===== src/rtl/vector_instr_dispatch.sv =====
// rtl/vector_instr_dispatch.sv - broadcasts one upstream instruction to masked vector slices
module vector_instr_dispatch #(
    parameter int SLICES = 16,
    parameter int CNT_W  = 32
) (
    input  logic                 clk,
    input  logic                 reset,
    input  logic [63:0]          t_instr_dat,
    input  logic [SLICES-1:0]    t_instr_mask,
    input  logic                 t_instr_valid,
    output logic                 t_instr_ready,
    output logic [SLICES*64-1:0] i_instr_dat,
    output logic [SLICES-1:0]    i_instr_valid,
    input  logic [SLICES-1:0]    i_instr_ready,
    input  logic                 halt,
    output logic                 idle,
    output logic [CNT_W-1:0]     retired_cnt
);

    logic [63:0]       hold_dat;
    logic [SLICES-1:0] pending;
    logic [SLICES-1:0] fire;
    logic              busy;
    logic              last;
    logic              acc;
    logic              empty_acc;

    assign fire      = pending & i_instr_ready;
    assign busy      = |pending;
    assign last      = busy && ((pending & ~fire) == '0);
    // Accepting on the last fire keeps valids continuous with no bubble.
    assign t_instr_ready = !halt && (!busy || last);
    assign acc       = t_instr_valid && t_instr_ready;
    assign empty_acc = acc && (t_instr_mask == '0);

    assign i_instr_valid = pending;
    assign i_instr_dat   = {SLICES{hold_dat}};
    assign idle          = !busy;

    always_ff @(posedge clk or posedge reset) begin
        if (reset) begin
            hold_dat <= '0;
            pending  <= '0;
        end else if (acc) begin
            hold_dat <= t_instr_dat;
            pending  <= t_instr_mask;
        end else begin
            pending  <= pending & ~fire;
        end
    end

    // A held instruction retiring and an empty-mask accept can coincide.
    always_ff @(posedge clk or posedge reset) begin
        if (reset) begin
            retired_cnt <= '0;
        end else begin
            retired_cnt <= retired_cnt + CNT_W'(last) + CNT_W'(empty_acc);
        end
    end

endmodule


===== config.mk =====
export PLATFORM = sky130hd
export DESIGN_NAME = vector_instr_dispatch
export DESIGN_NICKNAME = d
export VERILOG_FILES = /design/src/rtl/vector_instr_dispatch.sv
export SDC_FILE = /design/constraint.sdc
export NUM_CORES = 1
export LEC_CHECK = 0
export CORE_AREA = 2 2 451 453
export CTS_BUF_LIST = sky130_fd_sc_hd__clkbuf_16
export DETAILED_ROUTE_END_ITERATION = 6
export DIE_AREA = 0 0 453 455
export SLEW_MARGIN = 20
export SYNTH_ARGS = -nofsm -noshare
export SYNTH_HDL_FRONTEND = slang
export SYNTH_SLANG_ARGS = --single-unit

===== constraint.sdc =====
create_clock -name clk -period 3.6 [get_ports clk]
set_input_delay 0.72 -clock clk [delete_from_list [all_inputs] [get_ports clk]]
set_output_delay 0.72 -clock clk [all_outputs]
set_load 0.1 [all_outputs]

=== Word level (Yosys, flattened, before mapping) ===
Cells that the tools add are included.

* $add $sub $neg: 2
* Mux-type cells: 1
* Bitwise gates (word level): 3
* Reductions and logical operators: 10

{| class="wikitable"
|+ Operator list
! kind !! count
|-
| 32-bit by 1-bit adder with 32-bit output || 2
|-
| 16-bit AND || 2
|-
| 16-bit zero test || 2
|-
| 16-bit two-way mux || 1
|-
| 16-bit inverter || 1
|-
| 16-bit OR reduction || 1
|-
| 1-bit logical AND || 4
|-
| 1-bit zero test || 2
|-
| 1-bit logical OR || 1
|}

* Bits in registers: 112
* Input port bits: 100
* Output and inout bits: 1074
* Word-level logic and storage cells: 19

=== Logic depth before layout (Yosys ltp) ===
Gate-level depths: netlist of run 1.

* Word-level depth: 10
* Depth in mapped cells: 14
* Gate-level depth less buffers: 12

=== Worst setup path after synthesis of run 1 ===
Ideal clock, no wire load.

* Path type: reg2reg
* Start: reg pending[15], in the netlist i_instr_valid[15]
* End: reg retired_cnt[26]
* Setup time: 159 ps
* Arrival: 3657 ps
* Data required time: 3441 ps
* Setup slack: -215 ps
* Cell stages (with the launch flop): 15
* Path buffers: 2
* Clock period less this slack: 3815 ps
* Path through: dfrtp_1 > nor2b_1 > nor4_1 > nand4_1 > nor3b_2 > buf_6 > buf_6 > and4_1 > fa_1 > ha_1 > nand4_1 > nor4_2 > nor2b_2 > nand3_1 > xnor2_1

* Longest elaborated chain between the ends: 10
* Elaborated cells on any way between the ends: 13

{| class="wikitable"
|+ RTL lines
! item !! RTL line !! text
|-
| from (decl) || 21 || <nowiki>logic [SLICES-1:0] pending;</nowiki>
|-
| from (signal assigned) || 46 || <nowiki>pending <= t_instr_mask;</nowiki>
|-
| from (signal assigned) || 48 || <nowiki>pending <= pending & ~fire;</nowiki>
|-
| parallel branches: the longest is 9 deep, another holds 32-bit by 1-bit adder with 32-bit output || - ||
|-
| 32-bit by 1-bit adder with 32-bit output (*) || 57 || <nowiki>retired_cnt <= retired_cnt + CNT_W'(last) + CNT_W'(empty_acc);</nowiki>
|-
| to (signal assigned) || 57 ||
|-
| to (decl) || 17 || <nowiki>output logic [CNT_W-1:0] retired_cnt</nowiki>
|}

Every way passes the cells marked *.
A chain may end at the register's enable or synchronous reset.

=== Worst setup path after layout of run 1 ===
* Start: in i_instr_ready[12]
* End: reg retired_cnt[20]

* Longest elaborated chain between the ends: 10
* Elaborated cells on any way between the ends: 11

{| class="wikitable"
|+ RTL lines
! item !! RTL line !! text
|-
| from (decl) || 14 || <nowiki>input logic [SLICES-1:0] i_instr_ready,</nowiki>
|-
| 16-bit AND (*) || 28 || <nowiki>assign fire = pending & i_instr_ready;</nowiki>
|-
| 16-bit inverter (*) || 30 || <nowiki>assign last = busy && ((pending & ~fire) == '0);</nowiki>
|-
| 16-bit AND (*) || 30 ||
|-
| 16-bit zero test (*) || 30 ||
|-
| 1-bit logical AND (*) || 30 ||
|-
| parallel branches: the longest is 4 deep, another holds 32-bit by 1-bit adder with 32-bit output || - ||
|-
| 32-bit by 1-bit adder with 32-bit output (*) || 57 ||
|}

Marks and branches as above.

==> flow_summary.ini, run 1 <==
[floorplan]
die-width_um = 453
die_h_um = 455
row_count = 165
dieArea_um2 = 206000
ioPinCount = 1174
core_area_um2 = 201000
initial_core_util_pct = 5.99

[timing]
maxSlewHeadroom_pct = 20.2
finalHoldViolations = 0
rsz0062_at_grt = false
fin_setup_tns_ns = 0
fmax_ghz = 0.287
fin_skew_ns = 0.0215
finalSetupViolCount = 0
tightest_slew_ns = 1.20
final_period_minus_worst_setup_slack_ns = 3.49
timing.final.crit_share_pct = 96.9
maxSlewViolCount = 0

[drt]
drc = 0
routed_wl_um = 61800
drtAntennaViolNets = 0
vias = 8333
drt_iter0_markers = 443
via_per_inst = 1.97
drtPass1Iterations = 4
wl_per_cell_um = 14.6

[setup_path]
crit_arrival_ns = 3.82
critPathKind = in -> reg
cp_max_fo = 4
crit_path_start_kind = input port
reg2reg_slack_ns = 0.17
regToRegStartpoint = i_instr_valid[6]
cp.required_ns = 3.93
rr_endpoint = retired_cnt[20]
r2r.worst_path.cells = 16
endpoint_kind = flip-flop

[hold_path]
whs_endpoint = retired_cnt[31]
min_from = retired_cnt[31]
hold_class = reg -> reg
whs_path_depth = 1

[flow_run]
max_cap_viol_count = 0

[global_routing]
grt.busiest_layer = met2
grt_remaining_overflow = 0
gr-usage-met1_pct = 6.74
use_met2_pct = 9.00
track_usage_pct = 5.37
grt_max_degree = 44
grt_pass1_wl_um = 70500
grt_pass1_vias = 6437
use_met3_pct = 1.19
antenna_found_initial = 30

[synthesis]
synth-seq-area-share_pct = 23.2
syn-num-nets = 1384
yosysTopAreaCell = buf_4
ys_ff_latch = 112
synthDominantCellAreaShare_pct = 59.8
synthTopCellsByArea = buf_4 (60%), dfrtp_1 (23%), mux2_4 (7.5%), xnor2_1 (1.5%), buf_12 (1.0%)
synth_cell_types = 29
avgSynthCellArea_um2 = 9.41
yosys_warnings = 0
syn_area_um2 = 12100
synthCells = 1282

[finish]
post-route-util_pct = 8.91
area_growth_pct = 48.7
layout-drive-gt1-share_pct = 79.0
final_nets = 1638

[clock_tree]
clk_latency_ns = 0.44
cts_tree = built
clk_path_buf_depth = 2
cts_buffers = 9
cts_max_level = 3
root_buffer = clkbuf_16
cts.sinks = 112
clkTransAtPathRegs_ns = 0.10
ctsHoldBuffers = 0

[outcome]
status = completed

[placed_design]
dp_hpwl_um = 53400
gp_congestion = 0.790
io_buffers = 1173
==> state kept, by name, summed over array words and instances, names as in the netlist <==
| register | cells |
|---|---|
| hold_dat | 64 |
| i_instr_valid | 16 |
| retired_cnt | 32 |
==> final cells by class <==
cell class | instances | area (um^2)
tap | 2672 | 3340
timing repair buffer | 1213 | 9460
antenna | 8 | 20.0
clock inverter | 7 | 85.1
sequential | 112 | 2820
clock buffer | 9 | 225
inverter | 3 | 15.0
multi-input combinational | 197 | 1970
fill | 23300 | 183000
==> how the worst max path moves through the flow <==
| stage | endpoint | slack (ns) | startpoint | cells past startpoint |
|---|---|---|---|---|
| after floorplan | retired_cnt[26] | -0.008 | i_instr_valid[15] | 14 |
| after global placement | retired_cnt[26] | -0.58 | i_instr_ready[10] | 17 |
| after detailed placement | retired_cnt[26] | -0.55 | i_instr_ready[10] | 17 |
| after CTS | retired_cnt[23] | -0.005 | i_instr_ready[2] | 15 |
| after global routing | retired_cnt[22] | 0.002 | i_instr_ready[12] | 16 |
| final | retired_cnt[20] | 0.11 | i_instr_ready[12] | 16 |
==> layer usage <==
layer,wire length (um),vias to the layer above
met2,31000,591
met5,26,-
met4,1350,4
met3,5190,58
li1,-,3568
met1,24200,4112
==> cells in the mapped netlist <==
master,instances
a21o_1,16
and3_1,6
and4_1,3
buf_12,6
buf_4,961
buf_6,3
dfrtp_1,112
fa_1,1
ha_1,1
inv_1,3
mux2_1,4
mux2_4,60
nand2_1,11
nand3_1,14
nand3_2,1
nand4_1,4
nand4_2,1
nor2_1,10
nor2b_1,16
nor2b_2,1
nor3_2,1
nor3b_2,1
nor4_1,10
nor4_2,1
nor4_4,1
or3_1,1
or4_1,3
xnor2_1,21
xor2_1,9
==> per-stage QoR <==
step | instances | setup WS, ns | hold slack [ns] | area, um^2
floorplan | 1282 | -0.00787 | 0.837 | 12100
global placement | 4195 | -0.575 | 0.468 | 17500
detailed placement | 4195 | -0.545 | 0.478 | 17500
CTS | 4211 | -0.00486 | 0.497 | 17800
global route | 4215 | 0.00181 | 0.509 | 17900
finish | 4221 | 0.113 | 0.493 | 17900
==> worst max-delay path: stages <==
cell             delay [ns]
clkdlybuf4s50_1        0.46
nor2b_1                0.06
nor4_1                 0.27
nand4_1                0.21
nor3b_4                0.22
and4_4                 0.25
fa_2                   0.22
buf_12                 0.12
ha_4                   0.12
nand4_1                0.11
buf_6                  0.17
nor4_4                 0.28
buf_6                  0.16
and3_4                 0.20
nand3_1                0.09
xnor2_1                0.14
==> kinds of logic (layout without fill, tap and decap cells) <==
| kind of cell | Yosys count | count (layout) | synth area share, % |
|---|---|---|---|
| adder cells (fa/ha/maj) | 2 | 2 | 0.270 |
| AO/OA/AOI/OAI | 16 | 16 | 0.996 |
| other | 0 | 8 | 0 |
| AND/OR/NAND/NOR | 85 | 85 | 4.28 |
| multiplexers | 64 | 64 | 7.84 |
| flip-flops | 112 | 112 | 23.2 |
| XOR/XNOR | 30 | 30 | 2.18 |
| buffers and inverters | 973 | 1232 | 61.2 |
==> cells in the final DEF (no fill, tap or decap), types with 2 or more instances in the layout <==
cell,count
xnor2_1,21
nor2b_2,6
a21o_1,16
clkdlybuf4s50_1,101
nand4_1,4
buf_4,1091
nor2_1,10
and3_1,5
dfrtp_1,96
xor2_1,9
diode_2,8
nor4_1,7
inv_1,2
nand3_2,2
inv_8,2
buf_6,2
nand2_1,11
or4_1,3
mux2_4,60
buf_2,5
dlymetal6s2s_1,9
clkinv_8,3
dfrtp_2,16
nor2b_1,10
mux2_1,4
nor4_4,2
clkbuf_16,9
buf_12,5
nand3_1,13
nor4_2,3
and4_1,2
==> repair_timing <==
item,in CTS,in global routing
endpoints found under the setup margin,2,29
pin swaps,0,12
gates cloned,0,0
gates resized for setup,1,28
buffers inserted,0,2
hold endpoints to repair,0,0
Power of run 1 is not shown: default switching activity piles up to over one toggle a cycle in this logic, so the estimate is an artifact.
==> inputs of run 2 (changes only) <==
Settings changed: CTS_BUF_LIST sky130_fd_sc_hd__clkbuf_16 to sky130_fd_sc_hd__clkbuf_4.
==> run 2 against run 1 <==
  * Critical path depth down 2
  * Setup slack better by 0.11 ns
  * Utilization down 0.12 points
  * Clock skew up 0.058 ns
  * Sequential share of layout area up 0.22 points
  * Global-route usage about the same
  * Wire length about the same
  * Cell count up 0.12%
  * Non-clock buffer count down 1
  * Register-to-register slack better by 0.06 ns
  * Hold slack worse by 0.21 ns
  * Die area unchanged
  * Critical endpoint is now retired_cnt[23]
  * Largest cell class unchanged
==> flow_summary.ini, run 2 (same netlist as run 1, synthesis figures left out) <==
[finish]
final_area_um2 = 17700
layout-drive-gt1-share_pct = 78.1
largest_reg_flops = 64
top_register = hold_dat
final_nets = 1637
layout_commonest_cell = buf_4
final_cell_mix = buf_4 (1092), clkdlybuf4s50_1 (110), dfrtp_1 (96)
area_growth_pct = 46.7
fill_cells = 23300

[setup_path]
cp.depth = 14
crit_family = simple AND/OR/NAND/NOR gates
cp.required_ns = 4.24
critPathKind = reg -> reg
r2r.worst_path.cells = 14
critPathBufInv = 3
slowest_stage = dfrtp_2
crit_arrival_ns = 4.01
cp_slowest_stage_delay_ns = 0.47
endpoint_kind = flip-flop
cp_max_fo = 3
crit_path_start_kind = flip-flop
worstPathCellList = nor2b_1 -> nor4_2 -> buf_4 -> nand4_1 -> nor3b_4 -> and4_1 -> fa_1 -> buf_12 -> nand2_1 -> or3_1 -> buf_12 -> nor4_4 -> nand3_1 -> xnor2_1
crit_top_cell = buf_12

[floorplan]
core_area_um2 = 201000
die_h_um = 455
ioPinCount = 1174
initial_core_util_pct = 5.99
dieArea_um2 = 206000
row_count = 165
die-width_um = 453

[hold_path]
hold_class = in -> async

[placed_design]
gp_congestion = 0.790
place_ws_ns = -0.545
io_buffers = 1173
dpl_cell_area_um2 = 17500
dp_hpwl_um = 53400

[clock_tree]
root_buffer = clkbuf_4
cts_buffers = 9
clkTransAtPathRegs_ns = 0.31
clk_latency_ns = 0.75
ctsHoldBuffers = 0
cts_max_level = 3
cts.sinks = 112
clk_path_buf_depth = 2
cts_tree = built

[global_routing]
grt_pass1_wl_um = 70400
grt_remaining_overflow = 0
grt_max_degree = 44
grt_pass1_vias = 6430
antenna_found_initial = 31
track_usage_pct = 5.37

[drt]
drtAntennaViolNets = 0
via_per_inst = 1.97
drtPass1Iterations = 4
wl_per_cell_um = 14.6
drc = 0
vias = 8315
routed_wl_um = 61800
drt_iter0_markers = 474

[outcome]
status = completed

[timing]
finalHoldViolations = 0
maxSlewHeadroom_pct = 20.5
tightest_slew_ns = 1.19
fmax_ghz = 0.297
timing.final.crit_share_pct = 93.7
final_period_minus_worst_setup_slack_ns = 3.37
fin_skew_ns = 0.0795
finalSetupViolCount = 0
maxSlewViolCount = 0
finalWorstSetupSlack_ns = 0.227
rsz0062_at_grt = false

[flow_run]
max_cap_viol_count = 0
[run 2: cell types whose count changed in the layout (fill, tap and decap cells not counted), sizes merged]
cell / previous run / this run
diode: 8 / 14
clkdlybuf4s50: 101 / 110
buf: 1103 / 1102
dlymetal6s2s: 9 / 0
[run 2: final timing paths]
path                                    from  slack (ns)         endpoint
setup / recovery           i_instr_valid[10]        0.23  retired_cnt[23]
hold / removal                         reset        0.28     hold_dat[44]
setup reg to reg           i_instr_valid[10]        0.23  retired_cnt[23]
hold reg to reg              retired_cnt[31]        0.51  retired_cnt[31]
max in group asynchronous              reset        2.57  retired_cnt[15]
min in group clk             retired_cnt[31]        0.51  retired_cnt[31]
[run 2: area by class of cell]
| cell class | instances | area (um^2) | area share [%] |
|---|---|---|---|
| multi-input combinational | 197 | 1900 | 10.7 |
| sequential | 112 | 2820 | 16.0 |
| antenna | 14 | 35.0 | 0.198 |
| timing repair buffer | 1212 | 9420 | 53.3 |
| clock inverter | 7 | 85.1 | 0.481 |
| tap | 2672 | 3340 | 18.9 |
| clock buffer | 9 | 67.6 | 0.382 |
| inverter | 3 | 15.0 | 0.0849 |
[run 2: repair_timing]
item	in CTS	in global routing
setup endpoints to repair	1	12
pin swaps	0	0
cloned	0	0
gates resized for setup	0	2
setup buffers	1	0
[run 2: metal layers]
layer,wire length (um),vias to the layer above,track usage (%)
met1,24600,4112,6.73
met2,30900,566,9.00
li1,-,3572,-
met3,4800,61,1.20
met5,26,-,0
met4,1500,4,1.85
[run 2: stage by stage]
step                      cells  util [%]  setup TNS, ns  hold slack, ns
after floorplan            1282         -       -0.00787           0.837
after global placement     4195      8.69         -24.68           0.468
after detailed placement   4195      8.69         -24.37           0.478
after CTS                  4212      8.76              0           0.117
after global routing       4217      8.78              0           0.189
final                      4226      8.79              0           0.281
Power of run 2 is left out for the same reason.
==> inputs of run 3 (changes only) <==
--- a/config.mk
+++ b/config.mk
@@ -10,4 +10,5 @@
 export DETAILED_ROUTE_END_ITERATION = 6
 export DIE_AREA = 0 0 453 455
+export MAX_ROUTING_LAYER = met4
 export SLEW_MARGIN = 20
 export SYNTH_ARGS = -nofsm -noshare
==> constraint.sdc (replaced) <==
create_clock -name clk -period 3.6 [get_ports clk]
set_input_delay 0.54 -clock clk [delete_from_list [all_inputs] [get_ports clk]]
set_output_delay 0.54 -clock clk [all_outputs]
set_load 0.1 [all_outputs]
==> run 3 against run 2 <==
  * Fmax down 0.83%
  * Die area is the same
  * Largest cell class unchanged
  * Hold slack lost 0.041 ns
  * Setup slack lost 0.028 ns
  * Via count decreased by 0.65%
  * Sequential share of layout area decreased by 0.22 points
  * Register-to-register slack got worse by 0.03 ns
==> flow_summary.ini, run 3 (same netlist as run 1, synthesis figures left out) <==
[setup_path]
crit_family = simple AND/OR/NAND/NOR gates
endpoint_kind = flip-flop
slowest_stage = dfrtp_2
critPathBufInv = 4
worstPathCellList = nor2b_1 -> nor4_2 -> buf_4 -> nand4_1 -> nor3b_4 -> and4_4 -> fa_2 -> buf_12 -> ha_1 -> nand4_1 -> buf_6 -> nor4_4 -> buf_4 -> and3_4 -> nand3_1 -> xnor2_1
cp_slowest_stage_delay_ns = 0.48
critPathKind = reg -> reg
crit_path_start_kind = flip-flop
cp.required_ns = 4.22
crit_arrival_ns = 4.03
cp_max_fo = 4

[hold_path]
hold_class = in -> async

[finish]
layout-drive-gt1-share_pct = 72.7
area_growth_pct = 48.7
final_cell_mix = buf_4 (1003), clkdlybuf4s50_1 (197), dfrtp_1 (96)
layout_commonest_cell = buf_4
regArea_um2 = 2820
final_nets = 1636
final_area_um2 = 17900
largest_reg_flops = 64
top_register = hold_dat
multiInputGateArea_um2 = 1930
fill_cells = 23200

[global_routing]
antenna_found_initial = 31
grt_pass1_wl_um = 70400
grt_max_degree = 45
grt_remaining_overflow = 0
grt_pass1_vias = 6395
track_usage_pct = 5.51

[floorplan]
die_h_um = 455
die-width_um = 453
initial_core_util_pct = 5.99
dieArea_um2 = 206000
row_count = 165
core_area_um2 = 201000
ioPinCount = 1174

[clock_tree]
root_buffer = clkbuf_4
clk_path_buf_depth = 2
clkTransAtPathRegs_ns = 0.26
cts.sinks = 112
cts_max_level = 3
cts_buffers = 9
clk_latency_ns = 0.70
cts_tree = built

[drt]
via_per_inst = 1.96
drc = 0
drt_iter0_markers = 418
wl_per_cell_um = 14.6
drtPass1Iterations = 4
routed_wl_um = 61500
vias = 8261
drtAntennaViolNets = 0

[timing]
holdWs_ns = 0.240
tightest_slew_ns = 1.21
maxSlewViolCount = 0
fin_skew_ns = 0.0407
rsz0062_at_grt = true
maxSlewHeadroom_pct = 19.2
finalSetupViolCount = 0
finalHoldViolations = 0
fmax_ghz = 0.294
final_period_minus_worst_setup_slack_ns = 3.40
timing.final.crit_share_pct = 94.5

[placed_design]
io_buffers = 1173
gp_congestion = 0.808
dpl_cell_area_um2 = 17700
dp_hpwl_um = 53300

[flow_run]
max_cap_viol_count = 0

[outcome]
status = completed
==> run 3: worst paths after layout <==
path	from	endpoint	slack, ns	cells after the start
worst max-delay path	i_instr_valid[2]	retired_cnt[22]	0.20	16
worst min-delay path	reset	i_instr_valid[14]	0.24	2
worst max register to register	i_instr_valid[2]	retired_cnt[22]	0.20	16
worst min register to register	retired_cnt[31]	retired_cnt[31]	0.50	1
max in group asynchronous	reset	retired_cnt[22]	2.60	3
min in group clk	t_instr_dat[44]	hold_dat[44]	0.39	2
==> run 3: per-layer routing <==
layer,up-vias,track usage (%),share of wire [%]
li1,3570,-,-
met1,4077,6.67,40
met2,560,8.76,50
met3,54,1.23,7.8
met4,0,2.34,2.6
met5,-,-,0
==> run 3: cell type report <==
type	count	share of cell area, %
multi-input combinational	197	10.8
sequential	112	15.7
clock inverter	7	0.474
timing repair buffer	1211	53.7
clock buffer	9	0.377
tap	2672	18.6
inverter	3	0.0837
antenna	14	0.195
==> run 3: stage by stage <==
step,setup TNS [ns],setup slack (ns),util [%],instances
5_1_grt,-0.0397,-0.0194,8.90,4220
3_5_place_dp,-9.16,-0.546,8.78,4191
4_1_cts,0,0.0118,8.86,4207
6_report,0,0.199,8.91,4225
2_1_floorplan,-0.00787,-0.00787,-,1282
3_3_place_gp,-5.67,-0.409,8.78,4191
==> run 3: worst reg2reg max path, stage by stage (launching register included) <==
cell     delay (ns)
dfrtp_2        0.48
nor2b_1        0.16
nor4_2         0.32
buf_4          0.16
nand4_1        0.16
nor3b_4        0.23
and4_4         0.24
fa_2           0.22
buf_12         0.12
ha_1           0.17
nand4_1        0.12
buf_6          0.17
nor4_4         0.13
buf_4          0.20
and3_4         0.20
nand3_1        0.09
xnor2_1        0.14
==> run 3: what timing repair did <==
action | 4_1_cts | 5_1_grt
hold endpoints to repair | 0 | 0
pin swaps | 0 | 5
setup buffers | 0 | 4
gates resized for setup | 1 | 8
gates cloned | 0 | 0
setup endpoints to repair | 12 | 14
hold buffers | 0 | 0
Power of run 3 is left out for the same reason.
